===== config.mk =====
export PLATFORM = sky130hd
export DESIGN_NAME = hazard_scoreboard
export DESIGN_NICKNAME = d
export VERILOG_FILES = /design/src/rtl/hazard_scoreboard.sv
export SDC_FILE = /design/constraint.sdc
export NUM_CORES = 1
export LEC_CHECK = 0
export CORE_MARGIN = 3
export CORE_UTILIZATION = 45
export DETAILED_ROUTE_END_ITERATION = 12
export PLACE_DENSITY = 0.76
export SKIP_CTS_REPAIR_TIMING = 1
export SLEW_MARGIN = 40
export SYNTH_ARGS = -nofsm -noshare
export SYNTH_HDL_FRONTEND = slang
export SYNTH_SLANG_ARGS = --single-unit

===== constraint.sdc =====
create_clock -name clk -period 2 [get_ports clk]
set_input_delay 0.2 -clock clk [delete_from_list [all_inputs] [get_ports clk]]
set_output_delay 0.2 -clock clk [all_outputs]
set_load 0.02 [all_outputs]

===== src/rtl/hazard_scoreboard.sv =====
// hazard_scoreboard: stall/flush control for a 5-stage MIPS pipeline. It tracks in-flight
// GPR/EPC writers in E/M/W shadow entries and keeps a HI/LO busy countdown.
module hazard_scoreboard #(
  parameter int MULT_CYC = 5,
  parameter int DIV_CYC  = 10,
  parameter int CNT_W    = 16
) (
  input  logic             clk,
  input  logic             reset,
  input  logic [1:0]       Tuse_RS_D,
  input  logic [1:0]       Tuse_RT_D,
  input  logic [4:0]       rs_D,
  input  logic [4:0]       rt_D,
  input  logic             issue_D,
  input  logic             wr_en_D,
  input  logic [4:0]       wr_addr_D,
  input  logic [1:0]       tnew_D,
  input  logic [1:0]       md_op_D,
  input  logic             eret_D,
  input  logic             epc_wr_D,
  output logic             Stall_PC,
  output logic             Stall_D,
  output logic             Flush_E,
  output logic             md_busy,
  output logic [CNT_W-1:0] stall_cnt
);

  localparam int MD_MAX = (MULT_CYC > DIV_CYC) ? MULT_CYC : DIV_CYC;
  localparam int MD_W   = $clog2(MD_MAX + 1);

  typedef struct packed {
    logic       valid;
    logic [4:0] addr;
    logic [1:0] tnew;
    logic       epc;
  } entry_t;

  entry_t           e_q, e_d, m_q, m_d;
  logic             w_valid_q, w_valid_d;
  logic [4:0]       w_addr_q, w_addr_d;
  logic [MD_W-1:0]  md_cnt_q, md_cnt_d;
  logic [CNT_W-1:0] stall_cnt_q, stall_cnt_d;
  logic             stall_rs, stall_rt, stall_md, stall_eret, stall;

  function automatic logic gpr_hit(input logic valid, input logic [4:0] addr,
                                   input logic [1:0] tnew, input logic [4:0] src,
                                   input logic [1:0] tuse);
    return valid && (addr == src) && (addr != 5'd0) && (tnew > tuse);
  endfunction

  // W always carries tnew 0, so its term can never fire: the register file bypasses it.
  always_comb begin
    stall_rs = issue_D && (Tuse_RS_D != 2'd3) &&
               (gpr_hit(e_q.valid, e_q.addr, e_q.tnew, rs_D, Tuse_RS_D) ||
                gpr_hit(m_q.valid, m_q.addr, m_q.tnew, rs_D, Tuse_RS_D) ||
                gpr_hit(w_valid_q, w_addr_q, 2'd0, rs_D, Tuse_RS_D));
    stall_rt = issue_D && (Tuse_RT_D != 2'd3) &&
               (gpr_hit(e_q.valid, e_q.addr, e_q.tnew, rt_D, Tuse_RT_D) ||
                gpr_hit(m_q.valid, m_q.addr, m_q.tnew, rt_D, Tuse_RT_D) ||
                gpr_hit(w_valid_q, w_addr_q, 2'd0, rt_D, Tuse_RT_D));
    stall_md   = issue_D && (md_op_D != 2'b00) && (md_cnt_q != '0);
    stall_eret = issue_D && eret_D && ((e_q.valid && e_q.epc) || (m_q.valid && m_q.epc));
    stall      = stall_rs || stall_rt || stall_md || stall_eret;
  end

  always_comb begin
    e_d = '0;
    if (!stall) begin
      e_d.valid = issue_D && ((wr_en_D && (wr_addr_D != 5'd0)) || epc_wr_D);
      e_d.addr  = wr_addr_D;
      e_d.tnew  = tnew_D;
      e_d.epc   = epc_wr_D;
    end

    m_d      = e_q;
    m_d.tnew = (e_q.tnew != 2'd0) ? (e_q.tnew - 2'd1) : 2'd0;

    w_valid_d = m_q.valid;
    w_addr_d  = m_q.addr;

    // A start that is itself stalled must not load; it retries on the next accepted edge.
    md_cnt_d = (md_cnt_q != '0) ? (md_cnt_q - MD_W'(1)) : '0;
    if (issue_D && !stall && (md_op_D == 2'b01)) begin
      md_cnt_d = MD_W'(MULT_CYC);
    end else if (issue_D && !stall && (md_op_D == 2'b10)) begin
      md_cnt_d = MD_W'(DIV_CYC);
    end

    stall_cnt_d = stall_cnt_q;
    if (stall && (stall_cnt_q != '1)) begin
      stall_cnt_d = stall_cnt_q + CNT_W'(1);
    end
  end

  always_ff @(posedge clk or posedge reset) begin
    if (reset) begin
      e_q         <= '0;
      m_q         <= '0;
      w_valid_q   <= 1'b0;
      w_addr_q    <= 5'd0;
      md_cnt_q    <= '0;
      stall_cnt_q <= '0;
    end else begin
      e_q         <= e_d;
      m_q         <= m_d;
      w_valid_q   <= w_valid_d;
      w_addr_q    <= w_addr_d;
      md_cnt_q    <= md_cnt_d;
      stall_cnt_q <= stall_cnt_d;
    end
  end

  assign Stall_D   = stall;
  assign Stall_PC  = stall;
  assign Flush_E   = stall;
  assign md_busy   = (md_cnt_q != '0);
  assign stall_cnt = stall_cnt_q;

endmodule


==> impl_metrics.toml, run 1 <==
[synthesis]
synth_common_cells = "38 x dfrtp_1, 21 x xnor2_1, 16 x nand2_1"
yosys.cell_count.top_type = "dfrtp_1"
synth-seq-area-share_pct = 46.4
postSynthAreaPerCell_um2 = 10.5
synth_cell_types = 38
async_reset_ff_share_pct = 100
synth_edf_count = 0
syn-cell-area_um2 = 2050
ys_dominant_reg_cell = "dfrtp_1"
ys.warnings.count = 0
yosys.area.top_type = "dfrtp_1"
synth_top_cells_by_area = "dfrtp_1 46%, xnor2_1 9.0%, ha_1 5.5%, xor2_1 4.3%, nand2_1 2.9%"
syn_nets = 233
syn_inst = 195
synth.top_cell.area_share_pct = 46.4
synth_seq_cells = 38

[sta]
rsz0062_at_grt = "true"
fmax_mhz = 405
drv_slew = 0
worst_hold_slack_ns = 0.330
layout_min_cycle_time_ns = 2.47
finalHoldViolCount = 0
fin_ws_ns = -0.469
setup_viol = 31
final.period_utilization_pct = 123
tightest_slew_ns = 0.479
skew_ns = 0.00526
tns_ns = -9.15
max-slew-margin-rel_pct = 68.1

[setup_path]
slowest_stage = "dfrtp_1"
required_ns = 2.16
crit_chain = "ha_1 > nor2b_4 > o2111ai_2 > o22ai_1 > a222oi_1 > buf_4 > buf_8 > nand2b_4 > mux2_4"
arrival_ns = 2.63
worstSetupStartpoint = "e_q[2]"
start_kind = "flop"
path_max_fanout = 5
r2r_cells = 9
critPathMaxStageDelay_ns = 0.43
endpoint_kind = "flop"
critical_path_buf_inv_count = 2
worst-path-stages = 9
critical_path_class = "reg -> reg"
timing.rr.start = "e_q[2]"
cp_top_family = "compound AO/OA/AOI/OAI gates"

[layout]
syn_to_final_growth_pct = 51.4
multi_input_area_um2 = 1130
fin_area_um2 = 3100
seq_area_um2 = 951
fill_cells = 312
antenna_cells = 0
layout.nets = 318
fin_cells = 330
final_core_util_pct = 73.9
drive_above_1_share_pct = 25.0

[clock_network]
numCtsBuffers = 5
path_clk_slew_ns = 0.07
cts_tree = "built"
clockBufferDepth = 2
insertion_delay_ns = 0.28
cts_root_buffer = "clkbuf_8"
cts_max_level = 2
cts.sinks = 38

[power_and_ir_drop]
ir_worst_vdd_mv = 1.02
powerDensity_nw_per_um2 = 1000
power_mw = 3.12
p_leak_nw = 1.39

[job]
maxCapViolCount = 0

[drt]
drc = 0
vias_per_cell = 5.28
drt_iter0_drc = 92
vias = 1742
wl_per_cell_um = 15.5
wirelength_um = 5110
ant_nets = 0
dr.pass1.iters = 4

[place]
place_inst = 319
gp_congestion = 0.854
dp_hpwl_um = 3800
io_buffer_count = 48
dpl_cell_area_um2 = 2780
pre_cts_slack_ns = -0.805

[grt]
antenna_found_initial = 0
overflow = 0
grt_pass1_wl_um = 8070
grt_max_degree = 39
grt_usage_pct = 19.4
grt_pass1_vias = 1754

[hold_path]
hp-class = "in -> async"

[die]
die_h_um = 73.5
initial_core_util_pct = 48.8
fp-row-count = 23
dieWidth_um = 73.5
io_pins = 49
core_um2 = 4200
dieArea_um2 = 5400

[status]
status = "finished, violations left"
violations = "negative setup slack"
[report_power, final]
part,switching [mW],internal (mW)
Combinational,0.615,0.743
Sequential,0.172,0.942
Clock,0.247,0.399
Total,1.03,2.08
[cell type report]
cell class / instances / share of cell area, %
clock buffer: 6 / 2.66
sequential: 38 / 30.6
tap: 50 / 2.02
inverter: 9 / 1.17
clock inverter: 1 / 0.967
multi-input combinational: 141 / 36.4
timing repair buffer: 85 / 26.1
[cells by family (layout without fill, tap and decap cells)]
| group | Yosys count | count (layout) | synth area share, % |
|---|---|---|---|
| AOI/OAI and AO/OA | 20 | 20 | 7.08 |
| muxes | 4 | 4 | 2.20 |
| xor gates and xnor gates | 31 | 31 | 13.2 |
| DFF | 38 | 38 | 46.4 |
| and+or+nand+nor | 77 | 77 | 21.0 |
| buffers and inverters | 16 | 101 | 4.58 |
| adders and majority gates | 9 | 9 | 5.49 |
[worst reg2reg max path, stage by stage, from the launching register on]
cell       delay [ns]
dfrtp_1          0.43
ha_1             0.34
nor2b_4          0.14
o2111ai_2        0.17
o22ai_1          0.11
a222oi_1         0.37
buf_4            0.24
buf_8            0.13
nand2b_4         0.12
mux2_4           0.29
[final timing paths]
| check | endpoint | slack (ns) |
|---|---|---|
| max in group asynchronous | stall_cnt[13] | 1.33 |
| worst min-delay path | stall_cnt[10] | 0.33 |
| min in group clk | m_q[0] | 0.40 |
| worst max register to register | stall_cnt[4] | -0.47 |
| worst min register to register | m_q[0] | 0.40 |
| worst max-delay path | stall_cnt[4] | -0.47 |
[layout by cell type, fill, tap and decap left out, drive strengths merged]
cell type      instances
mux2                   4
and3                   4
a31oi                  1
nand4                  8
o21ai                  4
a21oi                  1
ha                     9
xor2                  10
buf                   39
nand3b                 1
nor3                   2
nand2b                 2
and2                   9
o22ai                  2
nor2b                  6
clkdlybuf4s50         43
a222oi                 1
nor4b                  3
o2111ai                4
o21ba                  1
a21boi                 2
xnor2                 21
o21a                   2
nor2                  10
o31ai                  1
nor4                   3
clkbuf                 7
bufinv                 1
nand4b                 2
nand2                 16
nor4bb                 1
inv                    9
a22o                   1
dlymetal6s2s           2
nand3                  7
or4                    2
dfrtp                 38
and4b                  1
[flip-flops by register name, indices dropped and copies added (netlist names)]
register / cells
e_q: 9
m_q: 3
md_cnt_q: 4
stall_cnt: 16
w_addr_d: 5
w_valid_d: 1
[per-layer routing]
metal / global-route usage, % / up-vias / wire [um]
met3: 3.83 / 4 / 207
met5: 0 / - / 0
met2: 31.9 / 36 / 2640
met4: 4.63 / 0 / 34
met1: 26.3 / 854 / 2230
li1: - / 848 / -
(Power assumes the default switching activity.)
==> inputs of run 2 (changes only) <==
- PLACE_DENSITY: 0.76 -> 0.84
==> impl_metrics.toml, run 2 (synthesized netlist as in run 1, its figures left out) <==
[grt]
grt_pass1_vias = 1635
grt_usage_pct = 17.9
antenna_found_initial = 0
overflow = 0
grt_max_degree = 39
grt_pass1_wl_um = 7360

[power_and_ir_drop]
switching_share_pct = 35.4
p_leak_nw = 1.35
p_clk_share_pct = 17.9
p_switching_mw = 1.02
pwr-share-seq_pct = 38.3
p_int_mw = 1.86
p_comb_share_pct = 43.9
powerDensity_nw_per_um2 = 954
ir_worst_vdd_mv = 0.864

[clock_network]
cts_root_buffer = "clkbuf_8"
insertion_delay_ns = 0.29
path_clk_slew_ns = 0.08
cts_tree = "built"
cts_max_level = 2
cts.sinks = 38
numCtsBuffers = 5
clockBufferDepth = 2

[drt]
vias = 1764
ant_nets = 0
vias_per_cell = 5.41
dr.pass1.iters = 4
drt_iter0_drc = 137
wl_per_cell_um = 15.6
wirelength_um = 5080
drc = 0

[layout]
fin_cells = 326
layout.nets = 313
syn_to_final_growth_pct = 47.0
fin_area_um2 = 3010
seq_area_um2 = 951
largest_reg_flops = 16
multi_input_area_um2 = 1130
final_cell_mix = "43 x clkdlybuf4s50_1, 38 x dfrtp_1, 28 x buf_4, 21 x xnor2_1, 15 x nand2_1"
fill_cells = 293
antenna_cells = 0
final_core_util_pct = 71.7
drive_above_1_share_pct = 24.3
final_common_cell = "clkdlybuf4s50_1"

[setup_path]
critPathMaxStageDelay_ns = 0.44
crit_chain = "ha_1 > nor2b_4 > o2111ai_2 > o22ai_1 > a222oi_1 > buf_4 > buf_6 > inv_4 > buf_6"
path_max_fanout = 4
endpoint_kind = "output pin"
critical_path_class = "reg -> out"
cpMostUsedCell = "buf_6"
slowest_stage = "dfrtp_1"
required_ns = 1.80
arrival_ns = 2.34
start_kind = "flop"

[sta]
fin_ws_ns = -0.536
fmax_mhz = 394
max-slew-margin-rel_pct = 68.8
skew_ns = 0.00424
finalHoldViolCount = 0
layout_min_cycle_time_ns = 2.54
rsz0062_at_grt = "true"
tightest_slew_ns = 0.467
drv_slew = 0
setup_viol = 32
final.period_utilization_pct = 127

[hold_path]
hp-class = "in -> async"

[place]
dp_hpwl_um = 3540
gp_congestion = 0.803
io_buffer_count = 48
place_inst = 314
dpl_cell_area_um2 = 2740

[job]
maxCapViolCount = 0

[die]
core_um2 = 4200
die_h_um = 73.5
io_pins = 49
fp-row-count = 23
initial_core_util_pct = 48.8
dieWidth_um = 73.5
dieArea_um2 = 5400

[status]
status = "finished, violations left"
violations = "negative setup slack"
-- run 2: changes by cell type in the layout (fill, tap and decap cells not counted), sizes merged --
cell    change
clkinv      +2
bufinv      -1
buf         -4
clkbuf      -1
-- run 2: area by class of cell --
type                    count  area share [%]
clock buffers               6            2.41
clock inverters             2           0.457
inverters                   9            1.20
multi-input cells         141            37.5
flip-flops and latches     38            31.5
well taps                  50            2.08
repair buffers             80            24.8
-- run 2: final timing paths --
check	startpoint	end	slack, ns	depth (start not counted)
worst max-delay path	e_q[2]	Stall_D	-0.54	9
worst min-delay path	reset	stall_cnt[9]	0.31	3
worst max register to register	e_q[2]	stall_cnt[4]	-0.51	9
worst min register to register	e_q[0]	m_q[0]	0.38	0
max in group asynchronous	reset	stall_cnt[13]	1.35	3
min in group clk	e_q[0]	m_q[0]	0.38	0
-- run 2: worst max-delay path, delay by kind of cell, from the launching register on --
family,cells,cell delay [ns]
AOI/OAI and AO/OA,3,0.69
buffers and inverters,4,0.47
DFF,1,0.44
adders and majority gates,1,0.33
and+or+nand+nor,1,0.13
-- run 2: per-stage QoR --
stage          hold WS (ns)  setup slack (ns)  total power [mW]  setup TNS [ns]
6_report              0.314            -0.536              2.87          -10.67
5_1_grt               0.392            -0.624              3.06          -13.38
4_1_cts               0.329            -0.859              2.75           -8.13
3_5_place_dp          0.367            -0.839              2.23          -16.63
3_3_place_gp          0.372            -0.775              2.20          -14.55
2_1_floorplan         0.313            -0.277              1.69          -0.876
-- run 2: power by group through the flow --
stage / clock network [mW] / registers (mW) / logic [mW]
after floorplan: 0 / 1.22 / 0.477
after global placement: 0 / 1.09 / 1.11
after detailed placement: 0 / 1.10 / 1.13
after CTS: 0.526 / 1.09 / 1.14
after global routing: 0.563 / 1.13 / 1.37
final: 0.514 / 1.10 / 1.26
-- run 2: metal layers --
metal | track usage (%) | vias to the layer above | routed length, um
met2 | 28.7 | 55 | 2560
met3 | 3.97 | 11 | 247
met1 | 23.6 | 858 | 2160
met4 | 6.84 | 0 | 116
li1 | - | 840 | -
met5 | 0 | - | 0
==> inputs of run 3 (changes only) <==
- PLACE_DENSITY: 0.84 -> 0.86
==> impl_metrics.toml, run 3 (synthesized netlist as in run 1, its figures left out) <==
[setup_path]
start_kind = "flop"
critical_path_class = "reg -> out"
required_ns = 1.80
arrival_ns = 2.26
endpoint_kind = "output pin"
path_max_fanout = 3

[die]
dieWidth_um = 73.5
die_h_um = 73.5
io_pins = 49
dieArea_um2 = 5400
core_um2 = 4200
fp-row-count = 23
initial_core_util_pct = 48.8

[place]
pre_cts_slack_ns = -0.856
dp_hpwl_um = 3570
gp_congestion = 0.901
place_inst = 313
io_buffer_count = 48

[layout]
final_core_util_pct = 76.7
fin_cells = 332
antenna_cells = 0
largest_reg_flops = 16
fill_cells = 250
final_common_cell = "clkdlybuf4s50_1"
final_cell_mix = "42 x clkdlybuf4s50_1, 37 x dfrtp_1, 31 x buf_4, 21 x xnor2_1, 15 x nand2_1"
drive_above_1_share_pct = 29.1
layout.nets = 319
syn_to_final_growth_pct = 57.1

[sta]
max-slew-margin-rel_pct = 58.3
layout_min_cycle_time_ns = 2.46
drv_slew = 0
rsz0062_at_grt = "true"
fin_ws_ns = -0.458
tightest_slew_ns = 0.623
skew_ns = 0.00762
setup_viol = 32
finalHoldViolCount = 0
final.period_utilization_pct = 123
fmax_mhz = 407

[power_and_ir_drop]
switching_share_pct = 33.3
p_switching_mw = 1.10
p_comb_share_pct = 41.6
power_mw = 3.32
pwr-share-seq_pct = 33.6
powerDensity_nw_per_um2 = 1030
p_clk_share_pct = 24.8
ir_worst_vdd_mv = 0.936
p_int_mw = 2.21
p_leak_nw = 1.49

[job]
maxCapViolCount = 0

[grt]
antenna_found_initial = 0
grt_pass1_vias = 1696
grt_pass1_wl_um = 7870
overflow = 0
grt_usage_pct = 19.1
grt_max_degree = 39

[drt]
vias_per_cell = 5.57
drt_iter0_drc = 100
vias = 1848
wl_per_cell_um = 18.3
ant_nets = 0
drc = 0
dr.pass1.iters = 4
wirelength_um = 6080

[hold_path]
hp-class = "in -> async"

[clock_network]
cts_tree = "built"
cts_root_buffer = "clkbuf_8"
cts.sinks = 38
insertion_delay_ns = 0.30
cts_max_level = 2
path_clk_slew_ns = 0.08
clockBufferDepth = 2
numCtsBuffers = 5

[status]
violations = "negative setup slack"
status = "finished, violations left"
## run 3: path summary, 6_finish.rpt
path                                 end  slack (ns)  depth (start not counted)   start
max                              Flush_E       -0.46                          9  e_q[2]
min                          md_cnt_q[0]        0.30                          3   reset
max reg2reg                stall_cnt[15]       -0.41                         10  e_q[2]
min reg2reg                       m_q[0]        0.41                          0  e_q[0]
max in group asynchronous         e_q[2]        1.34                          3   reset
min in group clk                  m_q[0]        0.41                          0  e_q[0]
## run 3: critical path, cell delays in order, from the launching register on
cell       delay, ns
dfrtp_2         0.46
ha_4            0.24
nor2b_4         0.13
o2111ai_2       0.20
o22ai_1         0.12
a222oi_1        0.33
buf_4           0.21
buf_6           0.12
inv_4           0.04
buf_6           0.12
## run 3: power by group through the flow
| stage | Sequential (mW) | Clock, mW | Combinational (mW) |
|---|---|---|---|
| after CTS | 1.10 | 0.824 | 1.10 |
| final | 1.12 | 0.822 | 1.38 |
| after floorplan | 1.22 | 0 | 0.477 |
| after global routing | 1.14 | 0.865 | 1.48 |
| after detailed placement | 1.12 | 0 | 1.09 |
| after global placement | 1.11 | 0 | 1.07 |
## run 3: per-stage QoR
stage / cell area (um2) / setup TNS (ns) / hold slack [ns]
after floorplan: 2050 / -0.876 / 0.313
after global placement: 2740 / -16.62 / 0.373
after detailed placement: 2740 / -17.40 / 0.394
after CTS: 2880 / -9.74 / 0.322
after global routing: 3220 / -10.62 / 0.369
final: 3220 / -8.57 / 0.303
## run 3: layout make-up
cell class,instances,area [um2],area share [%]
clock inverters,2,60.1,1.86
inverters,9,36.3,1.13
repair buffers,86,816,25.3
multi-input cells,141,1210,37.6
flip-flops and latches,38,952,29.6
well taps,50,62.6,1.94
clock buffers,6,82.6,2.56
## run 3: layer usage
metal / up-vias / global-route usage [%] / routed length (um) / share of wire, %
met2: 68 / 32.3 / 3190 / 53
li1: 854 / - / - / -
met3: 17 / 3.83 / 324 / 5.3
met4: 0 / 6.04 / 158 / 2.6
met5: - / 0 / 0 / 0
met1: 909 / 24.6 / 2400 / 40
